`config.mk`:
```
export PLATFORM = sky130hd
export DESIGN_NAME = axis_arb_rr
export DESIGN_NICKNAME = d
export VERILOG_FILES = /design/src/rtl/axis_arb_rr_pkg.sv /design/src/rtl/axis_arb_rr_rr_select.sv /design/src/rtl/axis_arb_rr.sv
export SDC_FILE = /design/constraint.sdc
export NUM_CORES = 1
export LEC_CHECK = 0
export ABC_AREA = 1
export BUFFER_PORTS_ARGS = -buffer_cell sky130_fd_sc_hd__buf_4
export CAP_MARGIN = 20
export CORE_AREA = 2 2 712 714
export DETAILED_ROUTE_END_ITERATION = 7
export DIE_AREA = 0 0 714 716
export GPL_ROUTABILITY_DRIVEN = 1
export GPL_TIMING_DRIVEN = 1
export SLEW_MARGIN = 20
export SYNTH_ARGS = -nofsm -noshare
export SYNTH_HDL_FRONTEND = slang
export SYNTH_SLANG_ARGS = --single-unit
```
`constraint.sdc`:
```
create_clock -name clk -period 5.6 [get_ports clk]
set_clock_uncertainty 0.2 [all_clocks]
set_input_delay 0.84 -clock clk [delete_from_list [all_inputs] [get_ports clk]]
set_output_delay 0.84 -clock clk [all_outputs]
set_load 0.02 [all_outputs]
```
`src/rtl/axis_arb_rr_pkg.sv`:
```
// Shared types and helpers for the round-robin AXI-stream arbiter.
package axis_arb_rr_pkg;

    typedef enum logic {
        IDLE = 1'b0,
        BUSY = 1'b1
    } arb_state_e;

    // Bits needed to hold a port index 0..n-1, never less than one.
    function automatic int sel_width(input int n);
        return (n <= 2) ? 1 : $clog2(n);
    endfunction

endpackage

```
`src/rtl/axis_arb_rr_rr_select.sv`:
```
// Circular priority search: first set request strictly after ptr, wrapping.
module rr_select
    import axis_arb_rr_pkg::*;
#(
    parameter int  N = 6,
    localparam int W = sel_width(N)
) (
    input  logic [N-1:0] req,
    input  logic [W-1:0] ptr,
    output logic [W-1:0] gnt_idx,
    output logic         any
);

    always_comb begin
        gnt_idx = '0;
        any     = 1'b0;
        for (int i = 1; i <= N; i++) begin
            for (int j = 0; j < N; j++) begin
                if (!any && req[j] && (j == ((int'(ptr) + i) % N))) begin
                    gnt_idx = W'(j);
                    any     = 1'b1;
                end
            end
        end
    end

endmodule

```
`src/rtl/axis_arb_rr.sv`:
```
// Packet-locked round-robin merge of NUM_PORTS AXI-stream slaves into one
// registered master; one arbitration cycle separates consecutive packets.
module axis_arb_rr
    import axis_arb_rr_pkg::*;
#(
    parameter int  NUM_PORTS  = 6,
    parameter int  DATA_WIDTH = 256,
    localparam int SEL_W      = sel_width(NUM_PORTS)
) (
    input  logic                            clk,
    input  logic                            rst_n,
    input  logic [NUM_PORTS-1:0]            en_mask,
    input  logic [NUM_PORTS-1:0]            s_axis_tvalid,
    output logic [NUM_PORTS-1:0]            s_axis_tready,
    input  logic [NUM_PORTS*DATA_WIDTH-1:0] s_axis_tdata,
    input  logic [NUM_PORTS-1:0]            s_axis_tlast,
    output logic                            m_axis_tvalid,
    input  logic                            m_axis_tready,
    output logic [DATA_WIDTH-1:0]           m_axis_tdata,
    output logic                            m_axis_tlast,
    output logic [SEL_W-1:0]                m_axis_tsel
);

    localparam logic [SEL_W-1:0] PTR_RESET = SEL_W'(NUM_PORTS - 1);

    arb_state_e             state_q, state_d;
    logic [SEL_W-1:0]       grant_q, grant_d;
    logic [SEL_W-1:0]       ptr_q, ptr_d;
    logic                   m_valid_q, m_valid_d;
    logic [DATA_WIDTH-1:0]  m_data_q, m_data_d;
    logic                   m_last_q, m_last_d;
    logic [SEL_W-1:0]       m_sel_q, m_sel_d;

    logic [NUM_PORTS-1:0]   req;
    logic [SEL_W-1:0]       rr_idx;
    logic                   rr_any;
    logic                   beat_ready;
    logic                   beat_valid;
    logic                   beat_last;
    logic [DATA_WIDTH-1:0]  beat_data;

    assign req = s_axis_tvalid & en_mask;

    rr_select #(
        .N(NUM_PORTS)
    ) u_rr_select (
        .req     (req),
        .ptr     (ptr_q),
        .gnt_idx (rr_idx),
        .any     (rr_any)
    );

    assign beat_ready = (state_q == BUSY) && (!m_valid_q || m_axis_tready);

    always_comb begin
        beat_valid    = 1'b0;
        beat_last     = 1'b0;
        beat_data     = '0;
        s_axis_tready = '0;
        for (int p = 0; p < NUM_PORTS; p++) begin
            if (grant_q == SEL_W'(p)) begin
                beat_valid       = s_axis_tvalid[p];
                beat_last        = s_axis_tlast[p];
                beat_data        = s_axis_tdata[p*DATA_WIDTH +: DATA_WIDTH];
                s_axis_tready[p] = beat_ready;
            end
        end
    end

    // The mask and the granted port's tvalid only matter at arbitration;
    // once BUSY the grant holds until a tlast beat is taken.
    always_comb begin
        state_d   = state_q;
        grant_d   = grant_q;
        ptr_d     = ptr_q;
        m_valid_d = m_valid_q;
        m_data_d  = m_data_q;
        m_last_d  = m_last_q;
        m_sel_d   = m_sel_q;

        if (m_axis_tready) begin
            m_valid_d = 1'b0;
        end

        case (state_q)
            IDLE: begin
                if (rr_any) begin
                    grant_d = rr_idx;
                    state_d = BUSY;
                end
            end
            BUSY: begin
                if (beat_ready && beat_valid) begin
                    m_valid_d = 1'b1;
                    m_data_d  = beat_data;
                    m_last_d  = beat_last;
                    m_sel_d   = grant_q;
                    if (beat_last) begin
                        ptr_d   = grant_q;
                        state_d = IDLE;
                    end
                end
            end
            default: state_d = IDLE;
        endcase
    end

    always_ff @(posedge clk or negedge rst_n) begin
        if (!rst_n) begin
            state_q   <= IDLE;
            grant_q   <= '0;
            ptr_q     <= PTR_RESET;
            m_valid_q <= 1'b0;
            m_data_q  <= '0;
            m_last_q  <= 1'b0;
            m_sel_q   <= '0;
        end else begin
            state_q   <= state_d;
            grant_q   <= grant_d;
            ptr_q     <= ptr_d;
            m_valid_q <= m_valid_d;
            m_data_q  <= m_data_d;
            m_last_q  <= m_last_d;
            m_sel_q   <= m_sel_d;
        end
    end

    assign m_axis_tvalid = m_valid_q;
    assign m_axis_tdata  = m_data_q;
    assign m_axis_tlast  = m_last_q;
    assign m_axis_tsel   = m_sel_q;

endmodule

```
## Yosys cells after proc, flatten, opt, wreduce, memory -nomap -nowiden

Cells that the tools add are included.

| storage, ports and cells | value |
|---|---|
| output and inout bits | 267 |
| register bits after elaboration | 268 |

| cells by class | value |
|---|---|
| multiplexer cells | 102 |
| div/mod/pow operators | 6 |
| add/sub/neg operators | 6 |
| reduce and logical (&&, ||, !) cells | 120 |
| bitwise operators | 2 |
| equal/unequal tests | 35 |

Operators with widths:

| kind | count |
|---|---|
| $mux W256 | 6 |
| $eq A3 B32 Y1 const A | 12 |
| $eq A4 B32 Y1 const A | 12 |
| $eq A2 B32 Y1 const A | 6 |
| $logic_not A32 Y1 | 6 |
| $mod A32 B4 Y32 const B | 6 |
| $mux W3 | 32 |
| $logic_and A1 B1 Y1 | 73 |
| $mux W1 | 61 |
| $logic_not A1 Y1 | 36 |
| $add A3 B3 Y4 const B | 3 |
| $add A3 B2 Y4 const B | 2 |
| $and A6 B6 Y6 | 1 |
| $eq A3 B2 Y1 const B | 2 |
| $eq A3 B3 Y1 const B | 2 |
| $add A3 B1 Y4 const B | 1 |
| $mux W2 | 2 |
| $reduce_and A2 Y1 | 2 |
| $eq A3 B1 Y1 const B | 1 |
| $logic_not A3 Y1 | 1 |
| $reduce_and A3 Y1 | 1 |
| $pmux W1 S2 | 1 |
| $logic_or A1 B1 Y1 | 1 |
| $not A1 Y1 | 1 |

## Longest topological paths before layout

| logic depth | value |
|---|---|
| depth after elaboration | 147 |
| gate-level depth with buffers | 36 |
| gate-level depth less buffers | 36 |

## Cells and area by module

A second synthesis with hierarchy kept.

| second synthesis, totals | value |
|---|---|
| cells, all modules | 3759 |
| area total of the unflattened synthesis | 22208.8 um2 |

Modules (own cells, without submodules):

| module | cells an instance | area an instance (um2) | instances |
|---|---|---|---|
| axis_arb_rr | 3429 | 20427.1 | 1 |
| rr_select | 330 | 1781.7 | 1 |

## Worst setup path before layout

OpenSTA, ideal clock, no wires.

| timing | value |
|---|---|
| path kind | reg2reg |
| from | register ptr_q[0] |
| to | register grant_q[2] |
| setup slack | 1.049 ns |
| clock period less this slack | 4.551 ns |
| data arrival time | 4.219 ns |
| cell stages (with the launch flop) | 30 |
| setup time | 0.132 ns |
| required time | 5.268 ns |
| path through | dfstp_2 > buf_2 > inv_1 > buf_2 > ha_1 > xor2_2 > inv_1 > ha_1 > o21ai_1 > o21ai_2 > a21oi_1 > nand2_1 > xor2_1 > nor2_1 > inv_2 > nor3_1 > nor2_4 > nand4_4 > nor2_4 > nand4_4 > nor2_4 > nand4_2 > nor2_4 > nand4_2 > nor2_2 > nand3_2 > nor2_4 > nand4_4 > nand2_4 > a21oi_1 |

| on the way | value |
|---|---|
| longest elaborated chain between the ends | 146 |
| elaborated cells on any way between the ends | 223 |
| those cells by class | add/sub: 6; div: 6; eq/ne: 30; mux: 68; reduce/logical: 113 |

RTL lines:

| element | line | source |
|---|---|---|
| start: declaration | axis_arb_rr.sv:28 | `logic [SEL_W-1:0] ptr_q, ptr_d;` |
| start signal: assignment | axis_arb_rr.sv:120 | `ptr_q <= ptr_d;` |
| $add A3 B1 Y4 | axis_arb_rr_rr_select.sv:19 | `if (!any && req[j] && (j == ((int'(ptr) + i) % N))) begin` |
| $mod A32 B4 Y32 | axis_arb_rr_rr_select.sv:19 |  |
| $logic_not A32 Y1 | axis_arb_rr_rr_select.sv:19 |  |
| $logic_and A1 B1 Y1 | axis_arb_rr_rr_select.sv:19 |  |
| $mux W1 | axis_arb_rr_rr_select.sv:19 |  |
| $logic_not A1 Y1 | axis_arb_rr_rr_select.sv:19 |  |
| $logic_and A1 B1 Y1 (2 in a row) | axis_arb_rr_rr_select.sv:19 |  |
| $mux W1 | axis_arb_rr_rr_select.sv:19 |  |
| [... 127 more ...] | n/a |  |
| $mux W1 | axis_arb_rr_rr_select.sv:19 |  |
| $logic_not A1 Y1 | axis_arb_rr_rr_select.sv:19 |  |
| $logic_and A1 B1 Y1 (2 in a row) | axis_arb_rr_rr_select.sv:19 |  |
| $mux W1 | axis_arb_rr_rr_select.sv:19 |  |
| $logic_not A1 Y1 | axis_arb_rr_rr_select.sv:19 |  |
| $logic_and A1 B1 Y1 (2 in a row) | axis_arb_rr_rr_select.sv:19 |  |
| $mux W1 | axis_arb_rr_rr_select.sv:19 |  |
| $reduce_and A2 Y1 (no line) | n/a |  |
| end signal: assignment | axis_arb_rr.sv:119 | `grant_q <= grant_d;` |
| end: declaration | axis_arb_rr.sv:27 | `logic [SEL_W-1:0] grant_q, grant_d;` |

Parallel ways exist; a longest one is shown, timed or not.
A chain may end at the register's enable or synchronous reset.

## Worst setup path in the final report

| timing | value |
|---|---|
| from | register ptr_q[1] |
| to | register grant_q[2] |

The elaborated chain is that of the path after synthesis.

==> run_results.csv <==
group,metric,value,unit
cts,clk_pin_slew,0.06,ns
placement,dp.final_hpwl,425000,µm
synthesis,synth-edff-count,0,
worst_setup_path,critical_path_arrival,5.27,ns
synthesis,yosys.area.top_type_share,31.3,%
sta,rsz0062_at_grt,"no",
grt,grt_pass1_vias,33300,
sta,tightest_slew,0.979,ns
sta,timing_hold_violations_final,0,
worst_setup_path,critPathMaxStageDelay,0.57,ns
layout,area_delta_synth_final,113,%
drt,route.detailed.drc,0,
sta,fin_crit_sh,87.2,%
placement,place.port_buffers,1823,
power,ir_drop,282,µV
run,max-cap-violations,0,
floorplan,start_util,4.22,%
synthesis,ys_ff_latch,268,
cts,htreeDepth,2,
worst_setup_path,cp_common_cell,"nor2_4",
worst_setup_path,ff2ff_path_depth,27,
placement,place_congestion,1.05,
synthesis,ys.flop_type,"dfrtp_1",
floorplan,die-height,716,µm
cts,cts_buffers,47,
power,leakage,17.9,nW
worst_setup_path,rrSetupSlack,0.71,ns
worst_setup_path,crit_path_end_kind,"flop",
hold_path,hold_path_depth,2,
synthesis,yosys_warnings,0,
layout,drive_gt1_share,43.6,%
drt,wl,468000,µm
layout,nets,6245,
cts,cts.sink_count,268,
synthesis,syn_avg_cell_area,7.05,µm²
placement,pre_cts_ws,0.690,ns
floorplan,die_x,714,µm
power,share_comb_of_total_power,71.5,%
grt,grt.overflow.total,0,
sta,setup_slack,0.714,ns
floorplan,rows,261,
worst_setup_path,setup.worst_path.class,"reg -> reg",
floorplan,core_area,504000,µm²
cts,cts_root_buf,"clkbuf_16",
power,intPower,0.0102,W
grt,grt_pass1_wl,540000,µm
power,power_per_cell_area,532,nW/µm²
sta,slew_headroom,34.3,%
power,p_clk_share,13.6,%
synthesis,netlist_area,21300,µm²
cts,post-cts-setup-buffers,0,
synthesis,synthTopCellsByArea,"dfrtp_1 (31%), nand2_1 (13%), nand3_1 (12%)",
worst_setup_path,cp.required,5.98,ns
cts,cts_resized,0,
sta,maxSlewViolCount,0,
worst_setup_path,regToRegStartpoint,"ptr_q[1]",
synthesis,yosys.area.top_type,"dfrtp_1",
sta,period_needed,4.89,ns
synthesis,synth_common_cells,"nand2_1 (728), nand3_1 (509), o21ai_0 (291)",
floorplan,dieArea,511000,µm²
cts,cts_tree,"built",
cts,clk_latency,0.73,ns
worst_setup_path,r2r-end,"grant_q[2]",
grt,grt_max_degree,117,
drt,num_vias,36300,
worst_setup_path,crit_fanout,10,
outcome,run_status,"finished clean",
sta,setup_tns,0,ns
hold_path,hp-class,"in -> reg",
synthesis,syn_inst,3016,
hold_path,whs_endpoint,"m_axis_tvalid",
synthesis,synthesis.nets,4593,
cts,cts_buffer_depth,3,
hold_path,hold_start,"m_axis_tready",
worst_setup_path,worstSetupStartpointType,"flop",
synthesis,yosysMostFrequentCell,"nand2_1",
worst_setup_path,slowest_stage,"dfrtp_1",
drt,drt-pass1-iter-count,5,
drt,via_per_inst,3.14,
floorplan,ioPinCount,1824,
sta,setup_violations,0,
sta,max_freq,205,MHz
drt,wire_per_inst,40.4,µm
power,power_frac_seq,14.9,%
synthesis,synth_sequential_area_ratio,31.6,%
drt,drt-initial-drc-count,3432,
grt,grt_usage,17.5,%
power,p_switching,0.0138,W
synthesis,synth_cell_types,48,
grt,antenna_found_initial,631,
power,switching_share,57.5,%
drt,ant_nets,0,
synthesis,async_flop_share,100,%
cells by family (layout without fill, tap and decap cells):
kind of cell,after synthesis,after routing,share of synthesized area (%)
simple gates,1501,1501,32.7
buf+inv,389,2076,6.98
compound gates,834,834,27.4
xor+xnor,4,4,0.200
flops,268,268,31.6
fa+ha+maj,20,20,1.18
other cells,0,158,0
how the worst max path moves through the flow:
stage	from	endpoint	slack, ns	cells after the start
after CTS	ptr_q[1]	grant_q[2]	0.68	27
after floorplan	ptr_q[0]	grant_q[2]	1.05	29
after global routing	ptr_q[1]	grant_q[2]	0.25	27
after detailed placement	ptr_q[1]	grant_q[2]	0.69	27
final	ptr_q[1]	grant_q[2]	0.71	27
after global placement	ptr_q[1]	grant_q[0]	0.74	28
power by group through the flow:
stage / Sequential [W] / Combinational (W) / Clock, W
after floorplan: 0.00453 / 0.00753 / 0
after global placement: 0.00355 / 0.0175 / 0
after detailed placement: 0.00358 / 0.0175 / 0
after CTS: 0.00356 / 0.0175 / 0.00345
after global routing: 0.00368 / 0.0185 / 0.00346
final: 0.00357 / 0.0172 / 0.00328
timing repair:
| item | in CTS | in global routing |
|---|---|---|
| hold buffers | 1 | 0 |
| setup endpoints to repair | 0 | 0 |
| endpoints found under the hold margin | 29 | 0 |
cell type report:
class,instances,area [µm²]
fill,59400,458000
timing repair buffer,1907,14600
multi-input combinational,2359,13100
tap,6706,8390
sequential,268,6710
clock buffer,53,1250
antenna,158,395
inverter,85,368
clock inverter,31,354
per-stage QoR:
stage	total power (W)	instance area, µm²	hold WS [ns]	std cells	util [%]
floorplan	0.0121	21300	0.267	3016	-
global placement	0.0210	43200	0.269	11300	8.57
detailed placement	0.0211	43200	0.274	11300	8.57
CTS	0.0246	44800	0.0294	11400	8.89
global route	0.0257	45000	0.0506	11500	8.94
finish	0.0240	45200	0.121	11600	8.97
routing by layer:
layer  up-vias  wire length, µm  global-route usage (%)
met5         -             1790                   0.226
met4       268            21600                    5.77
met3      1207            58300                    9.17
met2      2780           228000                    30.8
met1     17400           158000                    17.7
li1      14600                -                       -
state kept, by name, summed over array words and instances (netlist names):
name           cells
state_q            1
m_axis_tsel        3
grant_q            3
m_axis_tdata     256
ptr_q              3
m_axis_tvalid      1
m_axis_tlast       1
cells in the final DEF (no fill, tap or decap), types with 6 or more instances in the layout:
| cell | netlist | final |
|---|---|---|
| clkinv_2 | 1 | 12 |
| clkbuf_16 | 0 | 47 |
| nor3_1 | 11 | 9 |
| nor4_1 | 6 | 6 |
| inv_1 | 72 | 69 |
| a31oi_1 | 136 | 136 |
| nand4_1 | 150 | 150 |
| nand3_1 | 509 | 509 |
| o21a_1 | 121 | 121 |
| diode_2 | 0 | 158 |
| nor2_4 | 8 | 11 |
| ha_1 | 20 | 20 |
| inv_2 | 8 | 7 |
| nor2_1 | 57 | 54 |
| a221oi_1 | 121 | 121 |
| buf_12 | 0 | 22 |
| a32o_1 | 136 | 136 |
| clkinvlp_4 | 0 | 7 |
| nand2_2 | 11 | 11 |
| dfrtp_1 | 266 | 266 |
| o21ai_0 | 291 | 290 |
| buf_4 | 1 | 1883 |
| nand2_1 | 728 | 728 |
| a21oi_1 | 15 | 15 |
critical path, delay by kind of cell, from the launching register on:
kind                     cells  cell delay, ns
AND/OR/NAND/NOR             16            1.93
XOR/XNOR                     2            0.60
flip-flops                   1            0.57
adder cells (fa/ha/maj)      2            0.56
AO/OA/AOI/OAI                4            0.49
buffers and inverters        3            0.40
No activity file was read; power rests on OpenSTA's default activity.
